`config.mk`:
```
export PLATFORM = sky130hd
export DESIGN_NAME = fifo_wr_arbiter
export DESIGN_NICKNAME = d
export VERILOG_FILES = /design/src/rtl/fifo_ctrl_pkg.sv /design/src/rtl/rr_pick.sv /design/src/rtl/fifo_wr_arbiter.sv
export SDC_FILE = /design/constraint.sdc
export NUM_CORES = 1
export LEC_CHECK = 0
export ABC_AREA = 1
export CAP_MARGIN = 5
export CORE_MARGIN = 3
export CORE_UTILIZATION = 25
export CTS_CLUSTER_DIAMETER = 200
export DETAILED_ROUTE_END_ITERATION = 10
export PLACE_DENSITY = 0.6
export SYNTH_ARGS = -nofsm -noshare
export SYNTH_HDL_FRONTEND = slang
export SYNTH_SLANG_ARGS = --single-unit
```
`constraint.sdc`:
```
create_clock -name i_clk -period 1.3 [get_ports i_clk]
set_clock_uncertainty 0.2 [all_clocks]
set_input_delay 0.26 -clock i_clk [delete_from_list [all_inputs] [get_ports i_clk]]
set_output_delay 0.26 -clock i_clk [all_outputs]
set_load 0.02 [all_outputs]
```
`src/rtl/fifo_ctrl_pkg.sv`:
```
// Shared types and defaults for the FIFO write-side arbitration logic.
package fifo_ctrl_pkg;

    typedef enum logic [0:0] {
        IDLE  = 1'b0,
        GRANT = 1'b1
    } arb_state_t;

    localparam int DEFAULT_DATA_W    = 8;
    localparam int DEFAULT_MAX_BURST = 4;
    localparam int BEAT_CNT_W        = 4;

endpackage

```
`src/rtl/rr_pick.sv`:
```
// Combinational round-robin picker: first set bit of req, scanning upward
// from last_id+1 and wrapping modulo NUM_REQ.
module rr_pick #(
    parameter int NUM_REQ = 4,
    parameter int ID_W    = 2
) (
    input  logic [NUM_REQ-1:0] req,
    input  logic [ID_W-1:0]    last_id,
    output logic               found,
    output logic [ID_W-1:0]    index
);

    logic [ID_W-1:0]    cand_idx [NUM_REQ];
    logic [NUM_REQ-1:0] hit;

    // cand_idx[gi] is the requester examined at priority position gi
    generate
        for (genvar gi = 0; gi < NUM_REQ; gi++) begin : g_cand
            localparam logic [ID_W:0] OFFSET = (ID_W+1)'(gi + 1);
            localparam logic [ID_W:0] WRAP   = (ID_W+1)'(NUM_REQ);
            logic [ID_W:0] sum;
            logic [ID_W:0] wrapped;
            assign sum           = {1'b0, last_id} + OFFSET;
            assign wrapped       = (sum >= WRAP) ? (sum - WRAP) : sum;
            assign cand_idx[gi]  = wrapped[ID_W-1:0];
            assign hit[gi]       = req[cand_idx[gi]];
        end
    endgenerate

    always_comb begin
        found = 1'b0;
        index = '0;
        for (int i = NUM_REQ - 1; i >= 0; i--) begin
            if (hit[i]) begin
                found = 1'b1;
                index = cand_idx[i];
            end
        end
    end

endmodule

```
`src/rtl/fifo_wr_arbiter.sv`:
```
// Round-robin burst arbiter funnelling NUM_REQ valid/ready writers into one
// FIFO write port; a grant lasts up to MAX_BURST beats.
module fifo_wr_arbiter
    import fifo_ctrl_pkg::*;
#(
    parameter  int NUM_REQ   = 4,
    parameter  int DATA_W    = DEFAULT_DATA_W,
    parameter  int MAX_BURST = DEFAULT_MAX_BURST,
    localparam int ID_W      = (NUM_REQ > 1) ? $clog2(NUM_REQ) : 1
) (
    input  logic                      i_clk,
    input  logic                      i_reset,
    input  logic [NUM_REQ-1:0]        i_req_valid,
    input  logic [NUM_REQ*DATA_W-1:0] i_req_data,
    output logic [NUM_REQ-1:0]        o_req_ready,
    input  logic                      i_fifo_full,
    output logic                      o_fifo_wr,
    output logic [DATA_W-1:0]         o_fifo_wdata,
    output logic [ID_W-1:0]           o_grant_id,
    output logic                      o_busy
);

    localparam logic [BEAT_CNT_W-1:0] LAST_BEAT   = BEAT_CNT_W'(MAX_BURST - 1);
    localparam logic [ID_W-1:0]       LAST_ID_RST = ID_W'(NUM_REQ - 1);

    arb_state_t            state_reg, state_next;
    logic [ID_W-1:0]       grant_id_reg, grant_id_next;
    logic [ID_W-1:0]       last_id_reg, last_id_next;
    logic [BEAT_CNT_W-1:0] beat_cnt_reg, beat_cnt_next;

    logic [DATA_W-1:0]     req_data_arr [NUM_REQ];
    logic                  pick_found;
    logic [ID_W-1:0]       pick_index;
    logic                  in_grant;
    logic                  sel_valid;
    logic                  last_beat;

    rr_pick #(
        .NUM_REQ (NUM_REQ),
        .ID_W    (ID_W)
    ) u_rr_pick (
        .req     (i_req_valid),
        .last_id (last_id_reg),
        .found   (pick_found),
        .index   (pick_index)
    );

    // Reset masks the handshake combinationally so a beat in flight is dropped
    assign in_grant  = (state_reg == GRANT) && !i_reset;
    assign sel_valid = i_req_valid[grant_id_reg];
    assign last_beat = (beat_cnt_reg == LAST_BEAT);

    generate
        for (genvar gi = 0; gi < NUM_REQ; gi++) begin : g_req
            assign req_data_arr[gi] = i_req_data[gi*DATA_W +: DATA_W];
            assign o_req_ready[gi]  = in_grant && !i_fifo_full
                                      && (grant_id_reg == ID_W'(gi));
        end
    endgenerate

    assign o_fifo_wr    = in_grant && sel_valid && !i_fifo_full;
    assign o_fifo_wdata = req_data_arr[grant_id_reg];
    assign o_grant_id   = i_reset ? '0 : grant_id_reg;
    assign o_busy       = in_grant;

    always_comb begin
        state_next    = state_reg;
        grant_id_next = grant_id_reg;
        last_id_next  = last_id_reg;
        beat_cnt_next = beat_cnt_reg;
        case (state_reg)
            IDLE: begin
                if (pick_found) begin
                    state_next    = GRANT;
                    grant_id_next = pick_index;
                    beat_cnt_next = '0;
                end
            end
            GRANT: begin
                // A full FIFO freezes everything; the grant is never timed out
                if (!i_fifo_full) begin
                    if (!sel_valid || last_beat) begin
                        state_next   = IDLE;
                        last_id_next = grant_id_reg;
                    end
                    if (sel_valid) begin
                        beat_cnt_next = beat_cnt_reg + 1'b1;
                    end
                end
            end
            default: state_next = IDLE;
        endcase
    end

    always_ff @(posedge i_clk) begin
        if (i_reset) begin
            state_reg    <= IDLE;
            grant_id_reg <= '0;
            last_id_reg  <= LAST_ID_RST;
            beat_cnt_reg <= '0;
        end else begin
            state_reg    <= state_next;
            grant_id_reg <= grant_id_next;
            last_id_reg  <= last_id_next;
            beat_cnt_reg <= beat_cnt_next;
        end
    end

endmodule

```
==> metrics.cfg <==
[logic_synthesis]
synth_area_sq_um = 1010
synthCells = 161
async_reset_ff_share_pct = 0
seq_area_frac_synth_pct = 17.9
syn_avg_cell_area_sq_um = 6.25
synth_flop_cell = dfxtp_1
syn-num-nets = 201
ys_warn_count = 0
ys_ff_latch = 9
synth_edf_count = 0
yosysUniqueCellTypes = 26

[detailed_routing]
vias_per_cell = 4.49
firstDrtPassIters = 4
antenna_left = 0
wirelength_um = 3500
dr.first_iter.drc_count = 27
wire_per_inst_um = 11.7
drcViolationCount = 0
num_vias = 1348

[status]
violations = setup timing
outcome = complete, but fails checks

[cts]
clk_pin_slew_ps = 50
cts_buffers = 3
cts_tree = done
clock_latency_ps = 240
htreeDepth = 1
cts_root_buf = clkbuf_8
clk_path_buf_depth = 2
clock-sinks = 9

[critical_path]
crit_chain = nand2_4, buf_4, buf_4, buf_6, nor2_4, buf_6
worstPathArrival_ps = 1310
cpMaxStageDelayCell = dfxtp_4
cpPeakStageDelay_ps = 450
path_delay_family = buffers and inverters
cp_max_fo = 6
critPathLaunchType = flip-flop
reg2reg_setup_slack_ps = -290
end_kind = output pin
critical_path_buf_inv_count = 4
critical_path_class = reg2out
required_ps = 840

[power]
p_per_area_nw_per_um2 = 960
p_leak_nw = 1.02
ir_worst_vdd_mv = 0.735
report.power.total_w = 0.00213

[floorplanning]
start_util_pct = 26.7
die_w_um = 69.4
die_h_um = 69.4
coreArea_sq_um = 3770
ios = 55
row_count = 22
die_area_sq_um = 4820

[sta]
setup_ws_ps = -469
finalCritPeriodShare_pct = 136
tightest_slew_ps = 273
period_minus_slack_ps = 1770
slew-limit-headroom_pct = 81.6
rsz0062_at_grt = yes
hold_viol_final = 0
finalSetupViolCount = 25
slew_violations = 0
fmax_mhz = 565

[global_routing]
antenna_found_initial = 0
grt_max_degree = 9
grt_usage_pct = 15.7
grt_pass1_vias = 1450
overflow = 0
grt_first_pass_wirelength_um = 6310

[placement]
gp_congestion = 0.798
dp_cells = 290
placed_area_sq_um = 1910
io_buffers = 54
hpwl_um = 2740
dp_slack_ps = -905

[finish]
fin_cells = 300
nNetsFinal = 293
drive_above_1_share_pct = 52.8
largest_register_ffs = 4
area_growth_pct = 121
fin_area_sq_um = 2220
num_antenna_cells = 0
utilization_pct = 58.9

[worst_hold_path]
hp-class = reg2reg

[run]
max_cap_violations = 0

## worst paths after layout
check	from	to	cells after the start
worst max-delay path	grant_id_reg[0]	o_req_ready[3]	6
worst min-delay path	beat_cnt_reg[1]	beat_cnt_reg[1]	2
worst max register to register	grant_id_reg[0]	last_id_reg[1]	9
worst min register to register	beat_cnt_reg[1]	beat_cnt_reg[1]	2
## logic make-up after synthesis
group / after synthesis / share of synthesized area (%)
AO/OA/AOI/OAI: 20 / 14.7
flip-flops: 9 / 17.9
buffers and inverters: 19 / 9.95
AND/OR/NAND/NOR: 110 / 54.5
adder cells (fa/ha/maj): 1 / 1.24
XOR/XNOR: 2 / 1.74
## cell usage in the layout (no fill, tap or decap), types with 4 or more instances in the layout
cell type and instances:
buf_4 29, buf_6 21, nor2_1 4, inv_1 9, nand2_4 8, nand2_1 47, dfxtp_1 4, clkdlybuf4s50_1 32
dlygate4sd2_1 6, a21oi_2 6, nand3_2 5, a22oi_2 10, nand3_1 10, nand2_2 16, nor2_4 8
## final cells by class
type	instances	area [sq um]
Fill cell	350	1550
Multi-Input combinational cell	133	967
Timing Repair Buffer	91	882
Sequential cell	9	194
Inverter	15	71.3
Tap cell	48	60.1
Clock buffer	4	45.0
## metal layers
layer  global-route usage (%)  part of all wire, %
met3                     3.91                  7.0
met2                     27.1                   49
met5                        0                    0
met1                     19.1                   43
met4                     4.56                  1.0
## cell usage after synthesis (2+ instances only)
cell type | instances | area (sq um)
buf_6 | 3 | 33.8
a22oi_1 | 10 | 75.1
nand3_1 | 15 | 75.1
inv_4 | 2 | 12.5
nor2_8 | 2 | 40.0
a21oi_2 | 3 | 26.3
nand2_4 | 4 | 45.0
nor3_1 | 3 | 15.0
dfxtp_1 | 9 | 180
nor2_2 | 3 | 18.8
nand2_1 | 63 | 236
inv_2 | 4 | 15.0
nand2_2 | 5 | 31.3
nor2_4 | 2 | 22.5
inv_1 | 9 | 33.8
a21oi_1 | 3 | 15.0
o21ai_2 | 3 | 26.3
nor2_1 | 10 | 37.5
## power breakdown
| group | internal (W) | switching [W] |
|---|---|---|
| registers | 0.000311 | 0.0000675 |
| clock network | 0.000214 | 0.000120 |
| logic | 0.000720 | 0.000699 |
## worst min-delay path: cells and delay by family, from the launching register on
kind | cells | cell delay [ps]
compound gates | 1 | 60
flops | 1 | 320
simple gates | 1 | 80
## per-stage QoR
stage	setup TNS, ps	hold slack (ps)
detailed placement	-16930	286
finish	-7780	300
global placement	-16710	280
global route	-9510	311
CTS	-8460	304
floorplan	-1810	231
## timing repair
| item | in CTS | in global routing |
|---|---|---|
| endpoints found under the setup margin | 25 | 25 |
| buffers inserted | 8 | 3 |
| endpoints found under the hold margin | 0 | 0 |
| resized for setup | 139 | 22 |
| pin swaps | 18 | 16 |
| hold buffers | 0 | 0 |
Note: power is estimated with default switching activity, not from simulation.
